## src/rtl/fo4_ring_monitor.sv

```systemverilog
// fo4_ring_monitor: counts ring-oscillator rising edges over a clk window.
// Define FO4_MON_MINMAX_EN to add cnt_min/cnt_max tracking outputs.
module fo4_ring_monitor #(
   parameter int CNT_W       = 16,
   parameter int WIN_W       = 16,
   parameter int SYNC_STAGES = 2,
   parameter int SETTLE_CYC  = 4
) (
   input  logic             clk,
   input  logic             rst,
   input  logic             start,
   input  logic [WIN_W-1:0] window,
   input  logic             ring_in,
   output logic             ring_en,
   output logic             busy,
   output logic             done,
   output logic [CNT_W-1:0] count,
   output logic             ovf
`ifdef FO4_MON_MINMAX_EN
   ,
   output logic [CNT_W-1:0] cnt_min,
   output logic [CNT_W-1:0] cnt_max
`endif
);

   typedef enum logic [1:0] {
      IDLE,
      SETTLE,
      COUNT,
      DONE
   } state_t;

   localparam logic [WIN_W-1:0] ONE_W    = WIN_W'(1);
   localparam logic [WIN_W-1:0] SETTLE_L = WIN_W'(SETTLE_CYC);
   localparam logic [CNT_W-1:0] ONE_C    = CNT_W'(1);

   state_t                 state_q, state_d;
   logic [WIN_W-1:0]       win_q, win_d;
   logic [WIN_W-1:0]       tmr_q, tmr_d;
   logic [CNT_W-1:0]       cnt_q, cnt_d;
   logic                   ovf_q, ovf_d;
   logic                   act_q, act_d;
   logic                   done_q, done_d;
   logic [SYNC_STAGES-1:0] sync_q;
   logic                   prev_q;
   logic                   edge_w;

   assign edge_w = sync_q[SYNC_STAGES-1] & ~prev_q;

   // One timer serves both the settle delay and the measurement window.
   always_comb begin
      state_d = state_q;
      win_d   = win_q;
      tmr_d   = tmr_q;
      cnt_d   = cnt_q;
      ovf_d   = ovf_q;
      unique case (state_q)
         IDLE: begin
            if (start) begin
               win_d = window;
               cnt_d = '0;
               ovf_d = 1'b0;
               if (window != '0) begin
                  state_d = SETTLE;
                  tmr_d   = SETTLE_L;
               end else begin
                  state_d = DONE;
               end
            end
         end
         SETTLE: begin
            if (tmr_q == ONE_W) begin
               state_d = COUNT;
               tmr_d   = win_q;
            end else begin
               tmr_d = tmr_q - ONE_W;
            end
         end
         COUNT: begin
            if (edge_w) begin
               if (&cnt_q) ovf_d = 1'b1;
               else        cnt_d = cnt_q + ONE_C;
            end
            if (tmr_q == ONE_W) state_d = DONE;
            else                tmr_d   = tmr_q - ONE_W;
         end
         DONE: begin
            state_d = IDLE;
         end
      endcase
      act_d  = (state_d == SETTLE) || (state_d == COUNT);
      done_d = (state_d == DONE);
   end

   always_ff @(posedge clk or posedge rst) begin
      if (rst) begin
         state_q <= IDLE;
         win_q   <= '0;
         tmr_q   <= '0;
         cnt_q   <= '0;
         ovf_q   <= 1'b0;
         act_q   <= 1'b0;
         done_q  <= 1'b0;
         sync_q  <= '0;
         prev_q  <= 1'b0;
      end else begin
         state_q <= state_d;
         win_q   <= win_d;
         tmr_q   <= tmr_d;
         cnt_q   <= cnt_d;
         ovf_q   <= ovf_d;
         act_q   <= act_d;
         done_q  <= done_d;
         sync_q  <= {sync_q[SYNC_STAGES-2:0], ring_in};
         prev_q  <= sync_q[SYNC_STAGES-1];
      end
   end

   assign ring_en = act_q;
   assign busy    = act_q;
   assign done    = done_q;
   assign count   = cnt_q;
   assign ovf     = ovf_q;

`ifdef FO4_MON_MINMAX_EN
   logic [CNT_W-1:0] min_q, min_d;
   logic [CNT_W-1:0] max_q, max_d;

   always_comb begin
      min_d = min_q;
      max_d = max_q;
      if ((state_q == DONE) && (win_q != '0)) begin
         if (cnt_q < min_q) min_d = cnt_q;
         if (cnt_q > max_q) max_d = cnt_q;
      end
   end

   always_ff @(posedge clk or posedge rst) begin
      if (rst) begin
         min_q <= '1;
         max_q <= '0;
      end else begin
         min_q <= min_d;
         max_q <= max_d;
      end
   end

   assign cnt_min = min_q;
   assign cnt_max = max_q;
`endif

endmodule

```

## config.mk

```make
export PLATFORM = sky130hd
export DESIGN_NAME = fo4_ring_monitor
export DESIGN_NICKNAME = d
export VERILOG_FILES = /design/src/rtl/fo4_ring_monitor.sv
export SDC_FILE = /design/constraint.sdc
export NUM_CORES = 1
export LEC_CHECK = 0
export ABC_AREA = 1
export CAP_MARGIN = 20
export CORE_MARGIN = 1.5
export CORE_UTILIZATION = 55
export DETAILED_ROUTE_END_ITERATION = 10
export DONT_BUFFER_PORTS = 1
export PLACE_DENSITY = 0.7
export SLEW_MARGIN = 20
export SYNTH_ARGS = -nofsm -noshare
export SYNTH_HDL_FRONTEND = slang
export SYNTH_SLANG_ARGS = --single-unit
```

## constraint.sdc

```tcl
create_clock -name clk -period 3.9 [get_ports clk]
set_input_delay 0.195 -clock clk [delete_from_list [all_inputs] [get_ports clk]]
set_output_delay 0.195 -clock clk [all_outputs]
set_load 0.02 [all_outputs]
```

# Word level (Yosys, flattened, before mapping)
# Index checks and enable logic that the tools add are counted.
totals:
  ff_bits: 56
  latchBits: 0
  ram_bits: 0
  mem_bits_ro: 0
  input_bits: 20
  output_inout_bits: 20
  wordCells: 54
  n_memories: 0
classes:
  n_addsub: 2
  multipliers: 0
  n_div: 0
  n_lt_le_gt_ge: 0
  eq_ne: 13
  n_shift: 0
  muxes: 18
  bitwise_logic: 2
  reduce_logical: 10
ops:
  columns: ["cell", "count"]
  rows:
  - ["2-to-1 mux 16 bit", 7]
  - ["one-hot mux 16 bit (3 select lines)", 1]
  - ["one-hot mux 16 bit (2 select lines)", 1]
  - ["adder 16 x 1 -> 16 bit, second input constant", 1]
  - ["== test 16 x 1 -> 1 bit, second input constant", 1]
  - ["AND reduction 16 bit", 1]
  - ["nonzero test 16 bit", 1]
  - ["subtractor 16 x 1 -> 16 bit, second input constant", 1]
  - ["!= test 2 bit, second input constant", 6]
  - ["AND reduction 4 bit", 3]
  - ["== test 2 bit, second input constant", 4]
  - ["2-to-1 mux 2 bit", 4]
  - ["one-hot mux 2 bit (4 select lines)", 1]
  - ["== test 2 x 1 -> 1 bit, second input constant", 2]
  - ["2-to-1 mux 1 bit", 3]
  - ["nonzero test 3 bit", 1]
  - ["logical NOT 2 bit", 1]
  - ["one-hot mux 1 bit (2 select lines)", 1]
  - ["AND reduction 2 bit", 1]
  - ["nonzero test 2 bit", 1]
  - ["AND 1 bit", 1]
  - ["logical OR 1 bit", 1]
  - ["inverter 1 bit", 1]

# Longest topological paths before layout
# Gate-level depths: netlist of the first run.
depth:
  depth_word: 6
  ltp_mapped: 12
  depth_no_buf: 11

# Worst setup path after synthesis of the first run
# Ideal clock, no wire load.
synth_path:
  kind: "register -> register"
  startpoint: "reg tmr_q[1]"
  endpoint: "reg act_q (netlist: busy)"
  setup_ns: 0.126
  t_arrival_ns: 1.594
  required_ns: 3.774
  path_slack_ns: 2.180
  path_stages_with_launch: 12
  n_path_buf: 1
  period_less_slack_ns: 1.720
  cell_sequence: "dfrtp_1 -> inv_1 -> ha_1 -> nand2_1 -> nor2_2 -> nand3_2 -> nand2_2 -> nand2_4 -> buf_6 -> o21ai_1 -> inv_1 -> ha_1"
synth_via:
  elab_chain_cells: 5
  elab_cells_between_ends: 7
  classes_between: "3 x eq/ne; 3 x mux; 1 x reduce/logical"
synth_lines:
  columns: ["item", "line_no", "rtl"]
  rows:
  - ["start, declared", "39", "logic [WIN_W-1:0] tmr_q, tmr_d;"]
  - ["start signal, assigned", "109", "tmr_q <= tmr_d;"]
  - ["== test 16 x 1 -> 1 bit (*)", "72, 84", null]
  - ["2-to-1 mux 2 bit, on equally long branches", "84, 72", null]
  - ["one-hot mux 2 bit (4 select lines) (*)", "57", "unique case (state_q)"]
  - ["net state_d[0]", "37", "state_t state_q, state_d;"]
  - ["== test 2 x 1 -> 1 bit / == test 2 bit (equally long branches)", "91", "act_d = (state_d == SETTLE) || (state_d == COUNT);"]
  - ["logical OR 1 bit (*)", "91", null]
  - ["net act_d", "42", "logic act_q, act_d;"]
  - ["end signal, assigned", "112", "act_q <= act_d;"]
  - ["end, declared", "42", null]
# Mark *: on every way through the listed nets, which the timed path passes. The rest lies on a longest branch.
# A chain may end at the register's enable or synchronous reset.

# Final worst setup path of the first run
layout_path:
  startpoint: "reg state_q[0]"
  endpoint: "reg act_q (netlist: busy)"
layout_via:
  elab_chain_cells: 4
  elab_cells_between_ends: 11
  classes_between: "5 x eq/ne; 4 x mux; 2 x reduce/logical"
layout_lines:
  columns: ["item", "line_no", "rtl"]
  rows:
  - ["start, declared", "37", null]
  - ["start signal, assigned", "107", "state_q <= state_d;"]
  - ["== test 2 bit (tied with other cells)", "57", null]
  - ["one-hot mux 2 bit (4 select lines) (*)", "57", null]
  - ["net state_d[0]", "37", null]
  - ["== test 2 x 1 -> 1 bit / == test 2 bit (equally long branches)", "91", null]
  - ["logical OR 1 bit (*)", "91", null]
  - ["net act_d", "42", null]
# Marks and branches as above.

==> reports/results.tsv, run 1 <==
metric	value	unit
rsz0062_at_grt	no	
hold_viol	0	
hold_class	input port to register	
p_total	1.23	mW
ir_drop	0.000233	V
syn_inst	456	
grt_use_total	0.233	
synthMuxAreaShare	0	
path_class	register to register	
syn-cell-area	3440	sq um
worstMarginPinSlew	0.877	ns
ys_warn_count	0	
syn_area_per_cell	7.54	sq um
synth_nets	484	
ios	40	
grt_pass1_vias	2499	
yosys.area_share.simple	0.363	
cts_resized	0	
grt_max_degree	57	
synthXorXnorAreaFrac	0.0433	
rows	28	
synth_sequential_area_ratio	0.408	
antenna_cells	0	
wirelength	7.17	mm
drtAntennaViolNets	0	
seq_area	1400	sq um
die_h	82.1	um
leakagePower	1.72	nW
viasPerCell	5.31	
fin_crit_sh	0.589	
cts_root_buf	clkbuf_8	
crit_fanout	34	
maxCapViolCount	0	
clk_pin_slew_worst_paths	0.09	ns
area_growth	3.79	%
drv_slew	0	
ys_ff_latch	56	
tns	0	ns
fin_crit	2.30	ns
nFillCells	562	
synth_fa_ha_area_frac	0.0291	
clock_sinks	56	
grt-ovfl-total	0	
critical_path_arrival	2.50	ns
vias	2815	
post-cts-setup-buffer-count	0	
cts.htree.levels	2	
synth_compound_area_frac	0.0666	
start_util	0.574	
dp_hpwl	5.23	mm
port_buffers	0	
clockBufferDepth	2	
cts_tree	yes	
multi_input_area	1730	sq um
setup_viol	0	
die_w	82.1	um
startpoint_type	register	
drtPass1Iterations	4	
relSlewSlack	0.414	
final_net_count	482	
dieArea	6730	sq um
cts_made_buffers	5	
antenna_found_initial	0	
wl_per_cell	13.5	um
synth_top_family_by_area	simple AND/OR/NAND/NOR gates	
place_congestion	0.831	
skew	0.00719	ns
clk_latency	0.31	ns
powerDensity	345	nW/um^2
crit_path_end_kind	register	
core_area	5990	sq um
drt_iter0_markers	210	
final_layout_size_suffix_gt1_frac	0.108	
fmax	435	MHz
grt_pass1_wl	11.9	mm
status	finished clean	
cp.required	4.10	ns
route.detailed.drc	0	
synth_cell_types	33	
-- final timing paths --
check                            from        end  slack [ns]  cells past startpoint
max in group asynchronous         rst  win_q[13]        2.90                      3
min in group asynchronous         rst   count[7]        0.54                      3
hold / removal              window[4]   win_q[4]        0.05                      2
hold reg to reg             sync_q[0]  sync_q[1]        0.36                      0
setup / recovery           state_q[0]       busy        1.60                      7
setup reg to reg           state_q[0]       busy        1.60                      7
-- routing by layer --
| layer | up-vias | part of all wire | wire [um] | GRT usage |
|---|---|---|---|---|
| met4 | 0 | 0.0081 | 58 | 0.0508 |
| met2 | 69 | 0.43 | 3080 | 0.336 |
| met3 | 4 | 0.047 | 337 | 0.0378 |
| met1 | 1314 | 0.52 | 3700 | 0.362 |
| met5 | - | 0 | 0 | 0 |
| li1 | 1428 | - | - | - |
-- synth_stat cells (all sizes together) --
master / count / area share
a21o: 1 / 0.0022
a21oi: 4 / 0.0069
buf: 8 / 0.024
clkbuf: 4 / 0.0047
clkinv: 1 / 0.0025
dfrtp: 56 / 0.41
ha: 8 / 0.029
inv: 54 / 0.059
nand2: 167 / 0.19
nand3: 33 / 0.055
nand3b: 1 / 0.0022
nand4: 15 / 0.029
nor2: 50 / 0.072
nor3: 6 / 0.012
o211ai: 2 / 0.0044
o21ai: 29 / 0.053
xnor2: 3 / 0.0076
xor2: 14 / 0.036
-- critical path: stages, from the launching register on --
cell and delay [ns]:
dfrtp_1 0.40, inv_1 0.09, ha_1 0.30, nand2_1 0.68
o211ai_1 0.22, o21ai_1 0.14, inv_1 0.07, ha_1 0.28
-- where the power goes --
part	leakage, nW	internal, mW	switching, mW
clock network	0.0552	0.191	0.190
logic	0.992	0.0503	0.0855
registers	0.677	0.616	0.0989
-- state kept, by name (all words and copies together), names as in the netlist --
name     count
done         1
sync_q       2
ovf          1
busy         1
state_q      2
count       16
tmr_q       16
win_q       16
prev_q       1
-- metrics by stage --
stage	cell area (sq um)	hold WS (ns)	worst slack, ns	std cells	utilization
floorplan	3440	0.226	2.18	456	-
global placement	3440	0.226	1.78	520	0.574
detailed placement	3440	0.226	1.63	520	0.574
CTS	3570	0.0391	1.61	530	0.595
global route	3570	0.0497	1.39	530	0.595
finish	3570	0.0477	1.60	530	0.595
-- timing repair --
action	4_1_cts	5_1_grt
endpoints found under the hold margin	57	0
endpoints found under the setup margin	0	0
hold buffers	2	0
-- layout make-up --
cell class / instances / share of cell area
multi-input cells: 333 / 0.484
flip-flops and latches: 56 / 0.393
inverters: 55 / 0.0593
well taps: 75 / 0.0263
clock buffers: 6 / 0.0203
clock inverters: 2 / 0.00982
repair buffers: 3 / 0.00772
-- kinds of logic after synthesis --
kind of cell,count (synthesis)
and+or+nand+nor,272
buffers and inverters,67
DFF,56
AOI/OAI and AO/OA,36
xor gates and xnor gates,17
adders and majority gates,8
-- cell usage in the layout (no fill, tap or decap) --
cell	count
dlygate4sd3_1	2
nand3b_1	1
o21ai_2	10
ha_1	8
clkinv_4	1
inv_2	3
nand3_1	30
nand2_1	156
clkbuf_1	1
nor2_8	1
nand2_4	2
a21oi_2	1
nand4_2	1
nor2_4	4
clkinv_2	1
a21oi_1	3
o211ai_1	2
buf_4	1
bufinv_16	1
nand3_2	2
o21ai_0	18
a21o_1	1
nand4_1	14
o21ai_1	1
nand2_2	9
nor3_4	1
clkbuf_8	5
dfrtp_1	56
nand3_4	1
nor2_1	40
inv_1	51
nor3_1	5
xnor2_1	3
nor2_2	5
xor2_1	14
No activity file was read; power rests on OpenSTA's default activity.
==> inputs of run 2 (changes only) <==
--- a/config.mk
+++ b/config.mk
@@ -5,7 +5,7 @@
 export SDC_FILE = /design/constraint.sdc
 export NUM_CORES = 1
 export LEC_CHECK = 0
-export ABC_AREA = 1
+export ABC_AREA = 0
 export CAP_MARGIN = 20
 export CORE_MARGIN = 1.5
 export CORE_UTILIZATION = 55
==> constraint.sdc (replaced) <==
create_clock -name clk -period 2.3 [get_ports clk]
set_input_delay 0.115 -clock clk [delete_from_list [all_inputs] [get_ports clk]]
set_output_delay 0.115 -clock clk [all_outputs]
set_load 0.02 [all_outputs]
==> run 2 against run 1 <==
- the run now ends with negative hold slack left
- register-to-register slack got worse by 1.5 ns
- synthesized cell count decreased by 37%
- clock skew increased by 0.0019 ns
- non-clock buffer count increased by 45
- flip-flop and latch count unchanged
- routed wire length decreased by 1.3%
- area after synthesis decreased by 12%
- via count decreased by 11%
- clock power increased by 45%
- cell area about the same
- die area decreased by 12%
- global-route usage increased by 1.6 points
- critical endpoint is now tmr_q[10]
==> reports/results.tsv, run 2 <==
metric	value	unit	change
status	finished, violations left		
violations	negative hold slack		
dp_hpwl	4.79	mm	-8.5%
fin_crit_sh	0.969		+0.380
final_layout_size_suffix_gt1_frac	0.195		+0.0868
synth_sequential_area_ratio	0.465		+0.0572
clk_pin_slew_worst_paths	0.10	ns	about the same
dpl_cell_area	3260	sq um	-5.2%
ios	40		unchanged
synth_nets	315		-35%
leakagePower	1.53	nW	-11%
timing.rr.start	tmr_q[14]		
vias	2498		-11%
grt_max_degree	57		unchanged
antenna_found_initial	0		unchanged
hold_class	input port to register		
fmax	449	MHz	+3.1%
powerDensity	543	nW/um^2	+57%
synth_top_cells_by_count	56 x dfrtp_1, 20 x nor2_1, 17 x a21oi_1, 17 x inv_1		
nFillCells	403		-28%
crit_path_end_kind	register		
syn_area_per_cell	10.5	sq um	+39%
worstMarginPinSlew	0.477	ns	-0.400 ns
final_area	3570	sq um	about the same
cp.required	2.49	ns	-1.61 ns
syn_inst	287		-37%
synth_async_sr_flop_share	1.00		unchanged
final_cell_mix	56 x dfrtp_1, 29 x buf_4, 19 x nor2_1		
ys_top_cells_by_area	dfrtp_1 46%, mux2_2 6.0%, o2bb2ai_1 4.6%		
cp-startpoint	tmr_q[14]		
hold_viol	1		+1
relSlewSlack	0.679		+0.265
drt_iter0_markers	152		-28%
min_from	start		
cts_made_buffers	5		unchanged
drv_slew	0		unchanged
ys_ff_latch	56		unchanged
synth_cell_types	48		+45%
grt-ovfl-total	0		unchanged
die_w	77.0	um	-6.1%
route.detailed.drc	0		unchanged
grt_pass1_wl	11.8	mm	-1.3%
rsz0062_at_grt	yes		
clockBufferDepth	2		unchanged
area_growth	18.3	%	
hold-worst-slack	-0.00624	ns	-0.0539 ns
layout.cells.non_filler	399		-25%
start_util	0.579		+0.00536
crit_fanout	5		-85%
yosysTopAreaCell	dfrtp_1		
antenna_cells	0		unchanged
synth_top_cell_area_share	0.465		+0.0572
grt_pass1_vias	2456		-1.7%
clk_latency	0.30	ns	about the same
ys_warn_count	0		unchanged
clock_sinks	56		unchanged
ir_drop	0.000382	V	+65%
wl_per_cell	17.7	um	+31%
synthFlopType	dfrtp_1		
place_congestion	0.846		+1.8%
cts_root_buf	clkbuf_8		
port_buffers	0		unchanged
post-cts-setup-buffer-count	0		unchanged
maxCapViolCount	0		unchanged
final_common_cell	dfrtp_1		
path_class	register to register		
startpoint_type	register		
syn-cell-area	3010	sq um	-12%
setup_viol	0		unchanged
cts_tree	yes		
p_total	1.94	mW	+57%
drtAntennaViolNets	0		unchanged
critical_path_arrival	2.41	ns	-0.09 ns
grt_use_total	0.248		+0.0155
wirelength	7.08	mm	-1.3%
cts.htree.levels	2		unchanged
viasPerCell	6.26		+18%
fin_crit	2.23	ns	-0.0687 ns
synth_edf_count	0		unchanged
dieArea	5930	sq um	-12%
core_area	5200	sq um	-13%
rows	26		-7.1%
synth_most_common_cell	dfrtp_1		
skew	0.00905	ns	+0.00185 ns
drtPass1Iterations	5		+1
final_net_count	356		-26%
die_h	77.0	um	-6.1%
dp_cells	372		-28%
-- run 2: cell count changes in the layout (fill, tap and decap cells not counted), sizes merged, moves of 13 or more --
cell,change
dlygate4sd3,+16
nor2,-30
o2bb2ai,+16
buf,+29
nand2,-158
o21ai,-22
mux2,+16
nand3,-25
inv,-37
a21oi,+13
-- run 2: metrics by stage --
stage                      util  setup WS (ns)  setup TNS [ns]
after CTS                 0.678         0.0172               0
after floorplan               -         -0.126          -0.126
after detailed placement  0.626         0.0432               0
final                     0.685         0.0712               0
after global routing      0.685        -0.0141         -0.0238
after global placement    0.626         0.0613               0
-- run 2: layer usage --
layer  part of all wire  GRT usage
met2               0.49      0.402
met4              0.016     0.0709
met1               0.43      0.336
met5                  0          0
met3              0.062     0.0560
-- run 2: logic make-up (layout without fill, tap and decap cells) --
logic type,Yosys count,after routing,synth area share
compound gates,85,86,0.209
simple gates,81,81,0.158
flops,56,56,0.465
buf+inv,32,73,0.0486
mux,17,17,0.0631
fa+ha+maj,8,8,0.0332
xor+xnor,8,8,0.0232
-- run 2: final cells by class --
class / count / area, sq um / share of cell area
repair buffers: 48 / 418 / 0.117
clock buffers: 8 / 90.1 / 0.0253
well taps: 70 / 87.6 / 0.0246
flip-flops and latches: 56 / 1400 / 0.393
inverters: 17 / 63.8 / 0.0179
multi-input cells: 200 / 1510 / 0.422
-- run 2: report_power, final --
group	leakage [nW]	internal, mW	switching [mW]
sequential	0.680	1.03	0.0231
combinational	0.802	0.136	0.193
clock	0.0455	0.247	0.305
total	1.53	1.42	0.521
-- run 2: path summary, 6_finish.rpt --
check | cells after the start | endpoint | slack [ns]
min in group asynchronous | 3 | count[7] | 0.29
worst min register to register | 0 | sync_q[1] | 0.36
max in group asynchronous | 3 | count[3] | 1.73
worst min-delay path | 2 | state_q[1] | -0.006
worst max register to register | 5 | tmr_q[10] | 0.07
worst max-delay path | 5 | tmr_q[10] | 0.07
-- run 2: what timing repair did --
item	in CTS	in global routing
resized for setup	0	3
setup endpoints to repair	0	11
endpoints found under the hold margin	73	0
hold buffers	18	0
-- run 2: critical path, stage by stage, from the launching register on --
cell,delay (ns)
dfrtp_1,0.39
or4_4,0.57
or4b_4,0.59
o221ai_4,0.24
o211ai_1,0.14
o2bb2ai_1,0.16
==> inputs of run 3 (changes only) <==
--- a/config.mk
+++ b/config.mk
@@ -7,11 +7,13 @@
 export LEC_CHECK = 0
 export ABC_AREA = 0
 export CAP_MARGIN = 20
+export CELL_PAD_IN_SITES_DETAIL_PLACEMENT = 1
+export CELL_PAD_IN_SITES_GLOBAL_PLACEMENT = 2
 export CORE_MARGIN = 1.5
-export CORE_UTILIZATION = 55
+export CORE_UTILIZATION = 41
 export DETAILED_ROUTE_END_ITERATION = 10
 export DONT_BUFFER_PORTS = 1
-export PLACE_DENSITY = 0.7
+export PLACE_DENSITY_LB_ADDON = 0.1
 export SLEW_MARGIN = 20
 export SYNTH_ARGS = -nofsm -noshare
 export SYNTH_HDL_FRONTEND = slang
==> run 3 against run 2 <==
- sequential power about the same
- the flow now finishes without violations
- register-to-register slack worse by 0.02 ns
- critical path type unchanged
- hold slack improved by 0.070 ns
- clock power rose by 6.3%
- utilization is 18 points lower
- via count is 0.32% higher
- final cell count rose by 9.3%
- critical path depth up 1
- largest power group unchanged
- global-route usage shrank 2.6 points
- clock-buffer cell count decreased by 2
- critical endpoint unchanged
- maximum frequency down 0.95%
==> reports/results.tsv, run 3 (synthesis gave the netlist of run 2 again) <==
metric	value	unit	change
port_buffers	0		unchanged
final_cell_mix	56 x dfrtp_1, 35 x buf_4, 20 x nor2_1		
clk_pin_slew_worst_paths	0.10	ns	about the same
multi_input_area	1490	sq um	-1.2%
die_w	88.7	um	+15%
final_area	3660	sq um	+2.6%
cp_num_buf_inv	1		+1
cts_made_buffers	5		unchanged
worstMarginPinSlew	0.736	ns	+0.259 ns
reg2reg_to	tmr_q[10]		
crit_path_end	tmr_q[10]		
fin_crit	2.25	ns	+0.0213 ns
cp.required	2.51	ns	+0.02 ns
hold_class	input port to register		
antenna_found_initial	0		unchanged
seq_area	1400	sq um	unchanged
grt-ovfl-total	0		unchanged
status	finished clean		
max_stage_delay	0.57	ns	-0.02 ns
cp_top_family	simple AND/OR/NAND/NOR gates		
drtAntennaViolNets	0		unchanged
crit_fanout	3		-2
dp_hpwl	5.61	mm	+17%
antenna_cells	0		unchanged
drtPass1Iterations	4		-1
rows	31		+19%
wl_per_cell	18.6	um	+4.7%
drt_iter0_markers	132		-13%
die_h	88.7	um	+15%
clock_sinks	56		unchanged
path_class	register to register		
wirelength	8.10	mm	+14%
final_layout_size_suffix_gt1_frac	0.220		+0.0251
setup_viol	0		unchanged
fin_crit_sh	0.978		+0.00925
grt_max_degree	35		-39%
grt_pass1_vias	2676		+9.0%
ir_drop	0.000191	V	-50%
startpoint_type	register		
route.detailed.drc	0		unchanged
r2r_cells	6		+1
maxCapViolCount	0		unchanged
drv_slew	0		unchanged
ios	40		unchanged
leakagePower	1.57	nW	+2.4%
area_growth	21.4	%	
fmax	444	MHz	-0.95%
start_util	0.420		-0.159
reg2reg_slack	0.05	ns	-0.02 ns
place_congestion	0.767		-9.4%
hold_viol	0		-1
relSlewSlack	0.509		-0.170
timing.final.ws_setup	0.0500	ns	-0.0213 ns
cp-startpoint	tmr_q[14]		
hold-worst-slack	0.0640	ns	+0.0702 ns
clockBufferDepth	2		unchanged
core_area	7180	sq um	+38%
dieArea	7870	sq um	+33%
nFillCells	785		+95%
crit_chain	or4_4 -> or4b_4 -> o221ai_4 -> buf_4 -> o211ai_1 -> o2bb2ai_1		
tns	0	ns	unchanged
rsz0062_at_grt	yes		
timing.rr.start	tmr_q[14]		
crit_path_end_kind	register		
critical_path_arrival	2.46	ns	+0.05 ns
skew	0.0140	ns	+0.00490 ns
grt_pass1_wl	13.3	mm	+13%
cts_root_buf	clkbuf_8		
cpMaxStageDelayCell	or4_4		
post-route-util	0.510		-0.175
final_net_count	364		+2.2%
grt_use_total	0.222		-0.0260
clk_latency	0.32	ns	+0.02 ns
final_common_cell	dfrtp_1		
powerDensity	540	nW/um^2	-0.60%
cts_tree	yes		
vias	2506		+0.32%
dpl_cell_area	3310	sq um	+1.6%
crit_cells	6		+1
cts.htree.levels	2		unchanged
viasPerCell	5.75		-8.2%
pre_cts_slack	0.0181	ns	-0.0251 ns
run 3: cell types whose count changed in the layout (fill, tap and decap cells not counted), sizes merged:
cell,delta
buf,+8
clkbuf,-2
clkinvlp,+2
dlygate4sd3,+1
o221ai,-1
run 3: how the worst min path moves through the flow:
stage | from | end | depth (start not counted)
after floorplan | ring_in | sync_q[0] | 0
after global placement | ring_in | sync_q[0] | 0
after detailed placement | ring_in | sync_q[0] | 0
after CTS | start | count[1] | 3
after global routing | start | count[1] | 3
final | start | count[1] | 3
run 3: area by class of cell:
type | instances | area share
clock inverter | 2 | 0.00410
sequential | 56 | 0.383
timing repair buffer | 57 | 0.133
inverter | 17 | 0.0174
clock buffer | 6 | 0.0226
multi-input combinational | 199 | 0.406
tap | 99 | 0.0338
run 3: report_power, final:
group	internal (mW)	switching (mW)
sequential	1.03	0.0243
clock	0.245	0.342
combinational	0.135	0.196
run 3: metrics by stage:
| step | power, mW | cells |
|---|---|---|
| 3_5_place_dp | 1.39 | 405 |
| 5_1_grt | 2.08 | 436 |
| 4_1_cts | 2.01 | 435 |
| 3_3_place_gp | 1.38 | 405 |
| 6_report | 1.98 | 436 |
| 2_1_floorplan | 1.26 | 287 |
run 3: what timing repair did:
action                                  CTS  global route
hold buffers                             19             0
buffers inserted                          3             1
resized for setup                         0             6
pin swaps                                 1             6
hold endpoints to repair                 50             0
endpoints found under the setup margin    3            22
run 3: tightest hold or removal path, cell delays in order:
cell and delay [ns]:
nand3_1 0.08, nand2_1 0.09, mux2i_1 0.06
run 3: routing by layer:
| metal | track usage | vias up | wire length, um |
|---|---|---|---|
| met5 | 0 | - | 0 |
| met4 | 0.0625 | 0 | 104 |
| met3 | 0.0354 | 10 | 235 |
| met2 | 0.396 | 46 | 4250 |
| met1 | 0.277 | 1260 | 3500 |
| li1 | - | 1190 | - |
